File: config.mk
export PLATFORM = sky130hd
export DESIGN_NAME = jzjpcc_memory_arbiter
export DESIGN_NICKNAME = d
export VERILOG_FILES = /design/src/rtl/jzjpcc_memory_arbiter.sv
export SDC_FILE = /design/constraint.sdc
export NUM_CORES = 1
export LEC_CHECK = 0
export CAP_MARGIN = 40
export CORE_AREA = 10 10 98 100
export DETAILED_ROUTE_END_ITERATION = 16
export DIE_AREA = 0 0 108 110
export HOLD_SLACK_MARGIN = 0.05
export PLACE_DENSITY = 0.75
export SETUP_SLACK_MARGIN = 0.5
export SLEW_MARGIN = 30
export SYNTH_ARGS = -nofsm -noshare
export SYNTH_HDL_FRONTEND = slang
export SYNTH_SLANG_ARGS = --single-unit
File: constraint.sdc
create_clock -name clock -period 1.2 [get_ports clock]
set_clock_uncertainty 0.05 [all_clocks]
set_input_delay 0.24 -clock clock [delete_from_list [all_inputs] [get_ports clock]]
set_output_delay 0.24 -clock clock [all_outputs]
set_load 0.05 [all_outputs]
File: src/rtl/jzjpcc_memory_arbiter.sv
// Single-port memory backend arbiter between instruction fetch and the memory stage.
// Optional starvation guard: define JZJPCC_ARBITER_STARVATION_GUARD_EN.
module jzjpcc_memory_arbiter #(
    parameter int ADDR_WIDTH   = 30,
    parameter int STARVE_LIMIT = 4
) (
    input  logic                  clock,
    input  logic                  reset,

    input  logic                  fetchReq,
    input  logic [ADDR_WIDTH-1:0] fetchAddr,
    output logic                  fetchGrant,
    output logic                  fetchStall,
    output logic                  fetchDataValid,
    output logic [31:0]           fetchData,

    input  logic                  dataReq,
    input  logic                  dataWriteEnable,
    input  logic [ADDR_WIDTH-1:0] dataAddr,
    input  logic [31:0]           dataWriteData,
    input  logic [3:0]            dataByteMask,
    output logic                  dataGrant,
    output logic                  dataStall,
    output logic                  dataReadValid,
    output logic [31:0]           dataReadData,

    output logic [ADDR_WIDTH-1:0] memAddress,
    output logic                  memWriteEnable,
    output logic [31:0]           memDataToWrite,
    output logic [3:0]            memByteMask,
    input  logic [31:0]           memDataRead
);

    localparam logic [1:0] IDLE     = 2'd0;
    localparam logic [1:0] RD_FETCH = 2'd1;
    localparam logic [1:0] RD_DATA  = 2'd2;

    logic [1:0] state_reg;
    logic [1:0] state_next;
    logic       force_fetch;
    logic       data_grant;
    logic       fetch_grant;

`ifdef JZJPCC_ARBITER_STARVATION_GUARD_EN
    localparam int              COUNT_WIDTH = $clog2(STARVE_LIMIT + 1);
    localparam logic [COUNT_WIDTH-1:0] LIMIT = COUNT_WIDTH'(STARVE_LIMIT);

    logic [COUNT_WIDTH-1:0] starve_reg;
    logic [COUNT_WIDTH-1:0] starve_next;

    assign force_fetch = fetchReq && (starve_reg == LIMIT);

    // Counts data grants that fetch sat through; any fetch grant or idle fetch resets it.
    always_comb begin
        starve_next = starve_reg;
        if (!fetchReq || fetch_grant) begin
            starve_next = '0;
        end else if (data_grant && (starve_reg != LIMIT)) begin
            starve_next = starve_reg + 1'b1;
        end
    end

    always_ff @(posedge clock or negedge reset) begin
        if (!reset) begin
            starve_reg <= '0;
        end else begin
            starve_reg <= starve_next;
        end
    end
`else
    // Without the guard the limit has no effect; this only keeps the parameter referenced.
    assign force_fetch = (STARVE_LIMIT < 0);
`endif

    // Grants are forced off while reset is held so no write can slip through.
    assign data_grant  = reset && dataReq && !force_fetch;
    assign fetch_grant = reset && fetchReq && !data_grant;

    assign fetchGrant = fetch_grant;
    assign dataGrant  = data_grant;
    assign fetchStall = fetchReq && !fetch_grant;
    assign dataStall  = dataReq && !data_grant;

    always_comb begin
        memAddress     = fetchAddr;
        memWriteEnable = 1'b0;
        memDataToWrite = dataWriteData;
        memByteMask    = 4'b0000;
        if (data_grant) begin
            memAddress     = dataAddr;
            memWriteEnable = dataWriteEnable;
            memByteMask    = dataByteMask;
        end
    end

    always_comb begin
        state_next = IDLE;
        if (fetch_grant) begin
            state_next = RD_FETCH;
        end else if (data_grant && !dataWriteEnable) begin
            state_next = RD_DATA;
        end
    end

    always_ff @(posedge clock or negedge reset) begin
        if (!reset) begin
            state_reg <= IDLE;
        end else begin
            state_reg <= state_next;
        end
    end

    assign fetchDataValid = (state_reg == RD_FETCH);
    assign dataReadValid  = (state_reg == RD_DATA);
    assign fetchData      = memDataRead;
    assign dataReadData   = memDataRead;

endmodule

==> reports/results.md, run 1 <==
| Stage | Result | Reported |
| --- | --- | --- |
| critical path | Delay of the slowest critical-path stage | 0.31 ns |
| timing | Final period util | 125.3% |
| floorplan | Die outline height | 110 microns |
| critical path | Cell breakdown of the critical path | buf_8 -> nand2_8 -> buf_12 -> buf_12 -> buf_12 -> mux2_4 -> buf_8 |
| synth | Leading cell types by total area after synthesis | sky130_fd_sc_hd__buf_4 54%, sky130_fd_sc_hd__mux2_4 32%, sky130_fd_sc_hd__dfrtp_1 3.8% |
| grt | Met2 Resource Use GR | 15.13% |
| detailed routing | Number of detailed-routing iterations run before antenna repair | 3 |
| critical path | Critical path startpoint | dataReq |
| critical path | Required arrival time at the worst endpoint | 0.91 ns |
| detailed routing | ANT nets after route | 0 |
| timing | Slack of the critical path | -0.3034 ns |
| grt | Via count of the first global-routing pass | 1244 |
| critical path | Arrival time at the worst endpoint | 1.21 ns |
| critical path | Largest delay contributor family on the critical path | buffers and inverters |
| critical path | Number of cells on the critical path | 7 |
| synth | Syn_area_per_cell | 9.147 sq um |
| grt | Met1 Track Usage GR | 6.235% |
| finish | Layout area overhead | 89.62% |
| synth | Share of the synthesized area in the top cell type | 54.34% |
| finish | Highest-count cells in the layout ignoring fill and taps | 60 x sky130_fd_sc_hd__clkdlybuf4s50_1, 34 x sky130_fd_sc_hd__buf_6, 30 x sky130_fd_sc_hd__mux2_4 |
| finish | Layout Cells excl Fill | 289 |
| timing | Unrepaired setup endpoints after global routing | yes |
| finish | Fraction of final layout cells with drive strength greater than 1 | 63.64% |
| synth | Seq/Total Area, Yosys | 3.774% |
| timing | Final-report max-slew violation count | 0 |
| detailed routing | Total wire length after detailed routing | 5126 microns |
| critical path | Kind of end point of the critical path | primary output |
| placement | I/O Buffers | 109 |
| timing | Tightest Pin Transition | 0.1434 ns |
| floorplan | Std cell rows | 32 |
| grt | Antenna violations before repair | 0 |
| critical path | Crit Path Category | input pin to primary output |
| hold path | Worst Hold Class | input pin to asynchronous set/reset pin |
| critical path | Termination of the worst setup path | memAddress[23] |
| critical path | Worst-path fanout max | 5 |
| synth | Total number of yosys warnings | 0 |
| synth | Synthesis-stage register bit count | 2 |
| power and ir drop | Max VDD drop | 0.2623 mV |
| synth | Post-synth top area cell | sky130_fd_sc_hd__buf_4 |
| finish | Antenna diode instance count | 0 |
| synth | Unique masters post-synth | 11 |
| grt | Maximum number of pins on one net before global-route repair | 7 |
| synth | Count of mapped cells out of synthesis | 145 |
| finish | Flip-flop count of the largest register, all copies and words added | 2 |
| cts | Depth of the CTS H-tree | 1 |
| finish | Area of the multi-input gates | 601.8 sq um |
| timing | Final period demand of the worst path | 1.503 ns |
| power and ir drop | Static leakage | 1.155 nW |
| cts | Total number of clock tree sinks | 2 |
| finish | Most common cell after layout, fill and taps aside | sky130_fd_sc_hd__clkdlybuf4s50_1 |
| floorplan | Starting density of the core | 17.34% |
| timing | Achievable frequency | 665.1 MHz |
| floorplan | Die Outline Area | 11880 sq um |
| cts | Clock tree from TritonCTS | built |
| grt | Met3 global-route usage | 4.411% |
| outcome | Failing checks | setup timing |
| floorplan | Placeable Area | 7647 sq um |
| timing | Final number of hold-violating endpoints | 0 |
| detailed routing | Via density per instance | 3.647 |
| timing | Final setup violating endpoints | 40 |
| power and ir drop | Power density over the cells | 626.3 nW/um^2 |
| critical path | CP startpoint kind | input pin |
| synth | Number of nets produced by synthesis | 278 |
| detailed routing | Wire per inst | 17.74 microns |
| floorplan | Width of the die | 108 microns |
| floorplan | Count of boundary I/O pins | 270 |
| grt | GR Util All Layers | 7.968% |
| grt | Grt total ovfl | 0 |
| placement | Inst Count DP | 265 |
| detailed routing | Number of remaining DRC errors | 0 |
| finish | # fillers | 755 |
| grt | First-pass GRT wire length | 7279 microns |
| grt | Busiest layer in global routing | met2 |
| timing | Max_slew headroom | 90.42% |
| detailed routing | DR vias | 1054 |
| critical path | Critical path's most frequent cell | sky130_fd_sc_hd__buf_12 |
| critical path | Total buffers and inverters traversed by the critical path | 5 |
| timing | Final TNS setup | -8.976 ns |
| critical path | Slowest library cell on the worst path | sky130_fd_sc_hd__mux2_4 |
| finish | Layout Nets | 322 |
| run | Max capacitance violation total | 0 |
| finish | Storage cell area | 50.05 sq um |
| placement | Weighted congestion at the end of routability-driven global placement | 0.7358 |
| cts | Cts bufs inserted | 3 |
| cts | CTS max path bufs | 2 |
| cts | Clock edge transition at the registers on the reported setup and hold paths | 0.03 ns |
| cts | CTS Root Buffer Type | sky130_fd_sc_hd__clkbuf_8 |
| detailed routing | Number of violations reported at the end of detailed-routing iteration 0 | 14 |
| outcome | Result of the run | finished, violations left |
| synth | Post-synthesis instance area | 1326 sq um |
==> through the flow <==
step	power [W]	utilization, %	hold slack, ns	worst slack, ns	cell area, sq um
after detailed placement	0.001132	26.44	0.4303	-0.7130	2022
after floorplan	0.001496	-	-0.1056	0.06385	1411
final	0.001575	32.89	0.3385	-0.3034	2515
after CTS	0.001563	31.77	0.1595	-0.3110	2430
after global routing	0.001642	32.89	0.3505	-0.3361	2515
after global placement	0.001123	26.44	0.4303	-0.7050	2022
==> power by group <==
part           total (W)  switching [W]  internal (W)
Sequential     0.0000735     0.00000291     0.0000706
Clock           0.000258      0.0000464      0.000212
Combinational    0.00124       0.000561      0.000683
==> synth_stat cells <==
cell and instances:
sky130_fd_sc_hd__a21boi_0 1, sky130_fd_sc_hd__nor2_1 2, sky130_fd_sc_hd__mux2_2 2, sky130_fd_sc_hd__inv_1 2
sky130_fd_sc_hd__dfrtp_1 2, sky130_fd_sc_hd__buf_6 3, sky130_fd_sc_hd__and3_1 6, sky130_fd_sc_hd__mux2_4 28
sky130_fd_sc_hd__nor2b_1 2, sky130_fd_sc_hd__buf_4 96, sky130_fd_sc_hd__nand2_2 1
==> worst min-delay path by stage <==
stage	endpoint	slack (ns)	cells past startpoint
global placement	memDataToWrite[10]	0.43	0
global route	state_reg[0]	0.35	7
detailed placement	memDataToWrite[10]	0.43	0
floorplan	state_reg[0]	-0.11	0
CTS	state_reg[0]	0.16	5
finish	state_reg[0]	0.34	7
==> final cells by class <==
class | instances | area share (%)
multi-input cells | 42 | 23.93
repair buffers | 138 | 66.82
flip-flops and latches | 2 | 1.990
clock buffers | 3 | 1.642
inverters | 2 | 0.5473
well taps | 102 | 5.075
==> per-layer routing <==
layer,share of wire (%),up-vias
li1,-,460
met1,28,474
met2,54,83
met3,14,37
met4,4.4,0
met5,0,-
==> kinds of logic (layout without fill, tap and decap cells) <==
group	after synthesis	in the layout	share of synthesized area, %
simple gates	11	11	4.812
mux	30	30	33.40
flops	2	2	3.774
compound gates	1	1	0.5662
buf+inv	101	143	57.45
==> repair_timing <==
action / in CTS / in global routing
resized for setup: 72 / 7
hold endpoints to repair: 0 / 0
setup endpoints to repair: 43 / 43
setup buffers: 11 / 8
hold buffers: 0 / 0
pin swaps: 8 / 7
gates cloned: 2 / 0
(Power assumes the default switching activity.)
==> run 2, diff against run 1 <==
- CTS_CLUSTER_SIZE: default -> 28
==> results of run 2 <==
The final DEF is identical to that of run 1; final timing and power are the same.
